`config.mk`:
```
export PLATFORM = sky130hd
export DESIGN_NAME = fir_filter_param
export DESIGN_NICKNAME = d
export VERILOG_FILES = /design/src/rtl/fir_pkg.sv /design/src/rtl/fir_mac.sv /design/src/rtl/fir_filter_param.sv
export SDC_FILE = /design/constraint.sdc
export NUM_CORES = 1
export LEC_CHECK = 0
export ABC_AREA = 1
export CAP_MARGIN = 20
export CORE_MARGIN = 2
export CORE_UTILIZATION = 28
export CTS_CLUSTER_DIAMETER = 80
export DETAILED_ROUTE_END_ITERATION = 16
export DONT_BUFFER_PORTS = 1
export MAX_ROUTING_LAYER = met4
export SLEW_MARGIN = 20
export SYNTH_ARGS = -nofsm -noshare
export SYNTH_HDL_FRONTEND = slang
export SYNTH_SLANG_ARGS = --single-unit
```
`constraint.sdc`:
```
create_clock -name clk -period 9.22 [get_ports clk]
set_input_delay 1.844 -clock clk [delete_from_list [all_inputs] [get_ports clk]]
set_output_delay 1.844 -clock clk [all_outputs]
set_load 0.1 [all_outputs]
```
`src/rtl/fir_pkg.sv`:
```
// fir_pkg: shared FSM state type and default parameters for the FIR filter.
package fir_pkg;
   localparam int DATA_W_DEF     = 16;
   localparam int TAPS_DEF       = 4;
   localparam int SAMPLE_CNT_DEF = 1000;
   typedef enum logic [1:0] {IDLE, MAC, OUT} fir_state_t;
endpackage

```
`src/rtl/fir_mac.sv`:
```
// fir_mac: signed multiply-accumulate with synchronous clear and enable.
module fir_mac #(
   parameter int DATA_W = 16,
   parameter int ACC_W  = 34
) (
   input  logic                     clk,
   input  logic                     reset,
   input  logic                     clr,
   input  logic                     en,
   input  logic signed [DATA_W-1:0] a,
   input  logic signed [DATA_W-1:0] b,
   output logic signed [ACC_W-1:0]  acc
);
   logic signed [2*DATA_W-1:0] prod;
   assign prod = a * b;
   always_ff @(posedge clk) begin
      if (reset || clr) acc <= '0;
      else if (en) acc <= acc + ACC_W'(prod);
   end
endmodule

```
`src/rtl/fir_filter_param.sv`:
```
// fir_filter_param: strobe-driven TAPS-tap FIR, one tap per cycle, saturated magnitude output.
module fir_filter_param
   import fir_pkg::*;
#(
   parameter int DATA_W     = DATA_W_DEF,
   parameter int TAPS       = TAPS_DEF,
   parameter int SAMPLE_CNT = SAMPLE_CNT_DEF
) (
   input  logic              clk,
   input  logic              reset,
   input  logic [DATA_W-1:0] sample_data,
   input  logic [DATA_W-1:0] fir_coefficient,
   input  logic              data_ready,
   input  logic              load_coeff,
   output logic              modwait,
   output logic [DATA_W-1:0] fir_out,
   output logic              err,
   output logic              coeff_valid,
   output logic              count_done
);
   localparam int IDX_W = $clog2(TAPS);
   localparam int ACC_W = 2*DATA_W + $clog2(TAPS);
   localparam int CNT_W = $clog2(SAMPLE_CNT + 1);
   localparam logic signed [ACC_W-1:0] R_MAX = {{(ACC_W-DATA_W+1){1'b0}}, {(DATA_W-1){1'b1}}};
   localparam logic signed [ACC_W-1:0] R_MIN = ~R_MAX;
   localparam logic [DATA_W-1:0] O_MAX = {1'b0, {(DATA_W-1){1'b1}}};
   localparam logic [DATA_W-1:0] O_MIN = ~O_MAX;

   fir_state_t state, next_state;
   logic data_prev, load_prev;
   logic [IDX_W-1:0] load_idx, tap_idx;
   logic [CNT_W-1:0] cnt;
   logic signed [DATA_W-1:0] coef [TAPS];
   logic signed [DATA_W-1:0] samp [TAPS];
   logic signed [ACC_W-1:0] acc, r;
   logic [DATA_W-1:0] r_sat, mag;
   logic data_edge, load_edge, idle, accept, last_tap, last_load, cnt_wrap, sat_hi, sat_lo, bad_edge;

   assign data_edge = data_ready & ~data_prev;
   assign load_edge = load_coeff & ~load_prev;
   assign idle      = state == IDLE;
   // a coefficient edge in the same cycle wins; the sample is dropped
   assign accept    = idle & data_edge & ~load_edge & coeff_valid;
   assign bad_edge  = idle ? data_edge & (load_edge | ~coeff_valid) : data_edge | load_edge;
   assign last_tap  = tap_idx == IDX_W'(TAPS-1);
   assign last_load = load_idx == IDX_W'(TAPS-1);
   assign cnt_wrap  = cnt == CNT_W'(SAMPLE_CNT-1);

   assign r      = acc >>> (DATA_W-1);
   assign sat_hi = r > R_MAX;
   assign sat_lo = r < R_MIN;
   assign r_sat  = sat_hi ? O_MAX : sat_lo ? O_MIN : r[DATA_W-1:0];
   assign mag    = (r_sat == O_MIN) ? O_MAX : r_sat[DATA_W-1] ? -r_sat : r_sat;

   fir_mac #(.DATA_W(DATA_W), .ACC_W(ACC_W)) u_mac (
      .clk(clk), .reset(reset), .clr(accept), .en(state == MAC),
      .a(samp[tap_idx]), .b(coef[tap_idx]), .acc(acc)
   );

   always_ff @(posedge clk) begin
      if (reset) state <= IDLE;
      else state <= next_state;
   end

   always_comb begin
      next_state = state;
      next_state = (state == IDLE) ? (accept ? MAC : IDLE) :
                   (state == MAC)  ? (last_tap ? OUT : MAC) : IDLE;
   end

   always_ff @(posedge clk) begin
      if (reset) begin
         for (int i = 0; i < TAPS; i++) begin
            coef[i] <= '0;
            samp[i] <= '0;
         end
      end else begin
         if (idle && load_edge) coef[load_idx] <= fir_coefficient;
         if (accept) begin
            samp[0] <= sample_data;
            for (int i = 1; i < TAPS; i++) samp[i] <= samp[i-1];
         end
      end
   end

   always_ff @(posedge clk) begin
      if (reset) begin
         data_prev   <= 1'b0;
         load_prev   <= 1'b0;
         load_idx    <= '0;
         tap_idx     <= '0;
         cnt         <= '0;
         modwait     <= 1'b0;
         fir_out     <= '0;
         err         <= 1'b0;
         coeff_valid <= 1'b0;
         count_done  <= 1'b0;
      end else begin
         data_prev  <= data_ready;
         load_prev  <= load_coeff;
         modwait    <= next_state != IDLE;
         count_done <= accept & cnt_wrap;
         tap_idx    <= (state == MAC && !last_tap) ? tap_idx + 1'b1 : '0;
         if (idle && load_edge) begin
            load_idx <= last_load ? '0 : load_idx + 1'b1;
            if (last_load) coeff_valid <= 1'b1;
         end
         if (accept) cnt <= cnt_wrap ? '0 : cnt + 1'b1;
         if (state == OUT) fir_out <= mag;
         err <= accept ? 1'b0 : (bad_edge || (state == OUT && (sat_hi || sat_lo))) ? 1'b1 : err;
      end
   end
endmodule

```
==> results.json, run 1 <==
{
  "status": "finished clean",
  "final_nets": 2868,
  "ir_worst_vdd_mv": 0.180,
  "post-route-min-period_ns": 7.75,
  "area_growth_pct": 7.56,
  "syn_area_per_cell_um2": 8.44,
  "synth_commonest_cells": "inv_1, nand2_1, nor2_1, fa_1, edfxtp_1",
  "worstRegToRegCells": 25,
  "grt_max_degree": 67,
  "setup_viol_count_final": 0,
  "setup_tns_ns": 0,
  "cts.sinks": 200,
  "post_cts.repair.setup_buffers": 0,
  "p_per_area_nw_per_um2": 196,
  "portBuffers": 0,
  "drt_wl_total_um": 52800,
  "post_cts_resized": 0,
  "cts_tree": "yes",
  "startpoint": "tap_idx[0]$_SDFF_PP0_",
  "clock_skew_ns": 0.0294,
  "grt_pass1_wl_um": 87600,
  "r2r_slack_ns": 1.47,
  "postLayoutCellArea_um2": 22300,
  "route.detailed.drc": 0,
  "critPathRequiredTime_ns": 9.59,
  "synth_seq_cells": 200,
  "synth_cells": 2455,
  "ctsHtreeMaxLevel": 4,
  "crit_type": "reg2reg",
  "die_area_um2": 76200,
  "slew_headroom_pct": 31.8,
  "drt_iter0_drc": 1212,
  "syn_nets": 2902,
  "ant_nets": 0,
  "initial_utilization_pct": 28.4,
  "clkLatencyLatePin_ns": 0.48,
  "rows": 99,
  "yosys_warnings": 0,
  "overflow": 0,
  "max_freq_mhz": 129,
  "maxCapViolations": 0,
  "grt_antenna_before_repair": 0,
  "final_layout_size_suffix_gt1_share_pct": 5.59,
  "synth_cell_types": 47,
  "fill_cells": 7791,
  "hp-class": "reg2reg",
  "grt_usage_pct": 14.9,
  "grt_setup_unrepaired": "false",
  "die_h_um": 276,
  "globalplace.congestion": 0.945,
  "placed_area_um2": 21700,
  "ioPinCount": 56,
  "finalHoldViolCount": 0,
  "ys_top_cells_by_area": "fa_1, edfxtp_1, inv_1",
  "netlist_area_um2": 20700,
  "fin_util_pct": 30.5,
  "synth-main-ff-cell": "edfxtp_1",
  "slew_violations": 0,
  "core_um2": 73100,
  "viasPerCell": 4.55,
  "routedWlPerCell_um": 15.6,
  "num_vias": 15430,
  "cp.arrival_ns": 8.13,
  "cts_hold_buf": 0,
  "r2r-start": "tap_idx[0]$_SDFF_PP0_",
  "yosysTopAreaCellShare_pct": 29.5,
  "cts_buffers": 17,
  "dpl.hpwl_um": 41900,
  "cts-root-buf": "clkbuf_16",
  "endpoint": "u_mac.acc[29]$_SDFFE_PP0P_",
  "grt_pass1_vias": 16363,
  "worstReg2RegEnd": "u_mac.acc[29]$_SDFFE_PP0P_",
  "synth_most_common_cell": "inv_1",
  "endpoint_kind": "register",
  "synth_edf_count": 128,
  "worst_hold_slack_ns": 0.475,
  "period_share_pct": 84.1,
  "yosysTopAreaCell": "fa_1",
  "p_leak_nw": 10.8,
  "tightest_slew_ns": 1.02,
  "crit_fanout": 48,
  "seq_area_frac_synth_pct": 25.5,
  "die-width_um": 276,
  "cts_buffer_depth": 2,
  "crit_path_start_kind": "register",
  "dr.pass1.iters": 5,
  "antenna_cells": 0,
  "clk_pin_slew_ns": 0.09,
  "async_reset_ff_share_pct": 0
}
[metal layers]
metal | vias up | GRT usage (%) | part of all wire, %
met2 | 398 | 25.8 | 50
li1 | 7316 | - | -
met1 | 7639 | 18.1 | 42
met3 | 77 | 2.02 | 4.7
met4 | 0 | 4.81 | 3.0
met5 | - | - | 0
[worst min path at each step]
| stage | from | to | slack, ns | cells past startpoint |
|---|---|---|---|---|
| after detailed placement | cnt[9]$_SDFFE_PP0P_ | cnt[9]$_SDFFE_PP0P_ | 0.46 | 1 |
| after floorplan | cnt[9]$_SDFFE_PP0P_ | cnt[9]$_SDFFE_PP0P_ | 0.43 | 1 |
| after global placement | cnt[9]$_SDFFE_PP0P_ | cnt[9]$_SDFFE_PP0P_ | 0.45 | 1 |
| after CTS | cnt[9]$_SDFFE_PP0P_ | cnt[9]$_SDFFE_PP0P_ | 0.47 | 1 |
| after global routing | cnt[9]$_SDFFE_PP0P_ | cnt[9]$_SDFFE_PP0P_ | 0.50 | 1 |
| final | u_mac.acc[0]$_SDFFE_PP0P_ | u_mac.acc[0]$_SDFFE_PP0P_ | 0.47 | 2 |
[through the flow]
| stage | total power (W) | instances | setup WS, ns |
|---|---|---|---|
| 2_1_floorplan | 0.00296 | 2455 | 2.84 |
| 3_3_place_gp | 0.00364 | 3361 | 1.65 |
| 3_5_place_dp | 0.00362 | 3361 | 1.53 |
| 6_report | 0.00438 | 3393 | 1.47 |
| 5_1_grt | 0.00483 | 3393 | 0.912 |
| 4_1_cts | 0.00439 | 3393 | 1.51 |
[registers in the layout, indices dropped and copies added, names as in the netlist]
signal	flops
coef	64
samp	64
u_mac.acc	34
fir_out	16
cnt	10
load_idx	2
state	2
tap_idx	2
coeff_valid	1
count_done	1
data_prev	1
err	1
load_prev	1
modwait	1
[cell type report]
cell class              instances  area [um2]  area share, %
multi-input cells            1595       12900           57.8
flip-flops and latches        200        5290           23.7
inverters                     586        2200           9.88
well taps                     959        1200           5.38
clock buffers                  19         433           1.94
repair buffers                 21         158          0.707
clock inverters                13         126          0.567
[where the power goes]
part / internal [W] / switching [W] / total (W) / leakage, nW
sequential: 0.000981 / 0.0000148 / 0.000996 / 1.90
combinational: 0.000917 / 0.00171 / 0.00263 / 8.66
clock: 0.000360 / 0.000394 / 0.000754 / 0.272
[cell families (layout without fill, tap and decap cells)]
family	after synthesis	after routing	synth area share [%]
xor gates and xnor gates	26	26	1.10
and+or+nand+nor	947	947	18.3
buffers and inverters	660	639	12.4
muxes	1	1	0.0483
adders and majority gates	411	411	35.9
DFF	200	200	25.5
AOI/OAI and AO/OA	210	210	6.84
[cell usage in the layout (no fill, tap or decap), drive strengths merged, types with 2 or more instances in the layout]
cell type / instances
xnor2: 10
a31oi: 6
nor4: 2
clkbuf: 19
o211ai: 5
clkinv: 4
o21a: 3
o21ai: 57
nand2: 439
ha: 106
xor2: 16
nor3: 11
nand3b: 2
a21oi: 95
nor2: 411
buf: 21
a32oi: 30
a21o: 4
edfxtp: 128
o21bai: 4
nand3: 71
or2: 2
dfxtp: 72
inv: 594
a22o: 2
nand4: 9
fa: 305
[critical path, stage by stage, from the launching register on]
cell and delay (ns):
dfxtp_2 0.52, inv_2 0.72, nand2_1 0.12, a32oi_1 0.41, inv_2 0.24, nor2_1 0.30
inv_1 0.11, fa_1 0.53, fa_1 0.78, inv_1 0.15, fa_1 0.54, fa_1 0.45
fa_1 0.55, inv_1 0.05, fa_1 0.52, inv_1 0.04, ha_1 0.38, nand2_1 0.13
nor2_1 0.27, nand2_1 0.12, nor4_1 0.18, nand2_1 0.11, nand3_1 0.15, nor2_1 0.06
o21ai_1 0.14, inv_1 0.05
(Power assumes the default switching activity.)
==> inputs of run 2 (changes only) <==
- clock period: 9.22 -> 7.6 ns (I/O delays scaled with it)
==> run 2 against run 1 <==
First-iteration DRC count fell by 3.5%. Power rose by 23%. Non-clock buffer count rose by 17. Routed wire length fell by 0.94%. Largest power group unchanged.
==> results.json, run 2 (synthesis gave the netlist of run 1 again) <==
{
  "status": "finished clean",
  "ant_nets": 0,
  "tightest_slew_ns": 1.01,
  "slew_headroom_pct": 32.7,
  "dpl.hpwl_um": 42100,
  "p_per_area_nw_per_um2": 239,
  "clock_skew_ns": 0.0267,
  "grt_usage_pct": 14.7,
  "cts_tree": "yes",
  "hp-class": "reg2reg",
  "clk_pin_slew_ns": 0.08,
  "final_cells": 3410,
  "pwr-share-seq_pct": 22.5,
  "die_h_um": 276,
  "largestRegisters": "coef x64, samp x64, u_mac.acc x34",
  "p_leak_nw": 10.9,
  "endpoint_kind": "register",
  "max_freq_mhz": 141,
  "maxCapViolations": 0,
  "cp.arrival_ns": 7.44,
  "placed_area_um2": 21900,
  "critPathRequiredTime_ns": 7.97,
  "p_sw_share_pct": 48.6,
  "antenna_cells": 0,
  "drt_wl_total_um": 52300,
  "dp.cells": 3378,
  "clkLatencyLatePin_ns": 0.49,
  "globalplace.congestion": 0.950,
  "r2r_slack_ns": 0.52,
  "p_switching_w": 0.00261,
  "portBuffers": 0,
  "grt_max_degree": 67,
  "drt_iter0_drc": 1170,
  "finalHoldViolCount": 0,
  "cts_buffers": 17,
  "grt_pass1_vias": 16253,
  "grt_setup_unrepaired": "false",
  "grt_pass1_wl_um": 86300,
  "dr.pass1.iters": 6,
  "worstRegToRegCells": 27,
  "core_um2": 73100,
  "setup_viol_count_final": 0,
  "rows": 99,
  "crit_path_start_kind": "register",
  "setup_tns_ns": 0,
  "postLayoutCellArea_um2": 22500,
  "route.detailed.drc": 0,
  "viasPerCell": 4.53,
  "ioPinCount": 56,
  "endpoint": "u_mac.acc[22]$_SDFFE_PP0P_",
  "initial_utilization_pct": 28.4,
  "grt_antenna_before_repair": 0,
  "cts-root-buf": "clkbuf_16",
  "die-width_um": 276,
  "overflow": 0,
  "period_share_pct": 93.1,
  "routedWlPerCell_um": 15.3,
  "power_w": 0.00537,
  "cts_buffer_depth": 2,
  "slew_violations": 0,
  "r2r-start": "tap_idx[0]$_SDFF_PP0_",
  "final_cell_mix": "inv_1, nand2_1, nor2_1, fa_1, edfxtp_1",
  "ctsHtreeMaxLevel": 4,
  "fin_util_pct": 30.8,
  "worstReg2RegEnd": "u_mac.acc[22]$_SDFFE_PP0P_",
  "ir_worst_vdd_mv": 0.228,
  "pwr-share-clk_pct": 17.9,
  "final_common_cell": "inv_1",
  "post-route-min-period_ns": 7.08,
  "crit_type": "reg2reg",
  "area_growth_pct": 8.52,
  "post_cts.repair.setup_buffers": 0,
  "startpoint": "tap_idx[0]$_SDFF_PP0_",
  "cts.sinks": 200,
  "die_area_um2": 76200,
  "num_vias": 15446,
  "p_int_w": 0.00276,
  "crit_fanout": 45,
  "pwr-share-comb_pct": 59.6,
  "final_nets": 2885,
  "final_layout_size_suffix_gt1_share_pct": 6.36
}
## run 2: cell types whose count changed in the layout (fill, tap and decap cells not counted), moves of 2 or more
cell      previous run  this run
clkbuf_1             2         0
clkinv_8             1         4
a32oi_4              2         4
buf_4               21        37
a32oi_2             14        12
## run 2: worst min-delay path by stage
stage | start | end | slack (ns) | depth (start not counted)
after global routing | u_mac.acc[2]$_SDFFE_PP0P_ | u_mac.acc[2]$_SDFFE_PP0P_ | 0.49 | 2
after CTS | cnt[9]$_SDFFE_PP0P_ | cnt[9]$_SDFFE_PP0P_ | 0.47 | 1
final | cnt[9]$_SDFFE_PP0P_ | cnt[9]$_SDFFE_PP0P_ | 0.47 | 1
after floorplan | cnt[9]$_SDFFE_PP0P_ | cnt[9]$_SDFFE_PP0P_ | 0.43 | 1
after global placement | u_mac.acc[2]$_SDFFE_PP0P_ | u_mac.acc[2]$_SDFFE_PP0P_ | 0.45 | 2
after detailed placement | cnt[9]$_SDFFE_PP0P_ | cnt[9]$_SDFFE_PP0P_ | 0.46 | 1
## run 2: per-layer routing
layer,vias up,part of all wire (%),track usage (%)
met2,329,51,25.9
met1,7701,43,17.7
met3,63,4.2,1.75
met4,0,2.2,4.12
met5,-,0,-
li1,7353,-,-
## run 2: what timing repair did
item,in CTS,in global routing
endpoints found under the setup margin,0,4
hold buffers,0,0
gates resized for setup,0,3
## run 2: power by group through the flow
stage	combinational, W	sequential [W]	clock, W
after floorplan	0.00236	0.00123	0
after global placement	0.00318	0.00123	0
after detailed placement	0.00317	0.00123	0
after CTS	0.00320	0.00121	0.000986
after global routing	0.00368	0.00121	0.00101
final	0.00320	0.00121	0.000960
## run 2: cell type report
cell class              count  area (um2)
inverters                 586        2200
flip-flops and latches    200        5290
fillers                  7809       50600
clock inverters            15         186
clock buffers              17         425
repair buffers             38         289
multi-input cells        1595       12900
well taps                 959        1200
## run 2: worst max-delay path: stages, from the launching register on
cell     delay (ns)
dfxtp_2        0.34
buf_4          0.35
buf_6          0.36
nand2_1        0.10
a32oi_1        0.61
inv_2          0.29
nand2_1        0.14
fa_1           0.45
fa_1           0.49
inv_1          0.05
fa_1           0.51
fa_1           0.44
fa_1           0.49
inv_1          0.05
fa_1           0.47
inv_1          0.04
ha_1           0.35
nand2_1        0.11
nor2_1         0.31
inv_1          0.10
nor3_1         0.25
nand2_1        0.12
nand2_1        0.14
nand2_1        0.08
nand3_1        0.08
nand3_1        0.07
nand2_1        0.09
inv_1          0.03
## run 2: metrics by stage
step / hold WS (ns) / setup slack [ns]
global route: 0.485 / 0.119
floorplan: 0.429 / 1.22
detailed placement: 0.456 / 0.497
finish: 0.469 / 0.524
global placement: 0.454 / 0.420
CTS: 0.468 / 0.475
==> inputs of run 3 (changes only) <==
- HOLD_SLACK_MARGIN: unset -> 0.1
==> results of run 3 <==
Final layout, timing and power as in run 2 (identical DEF).
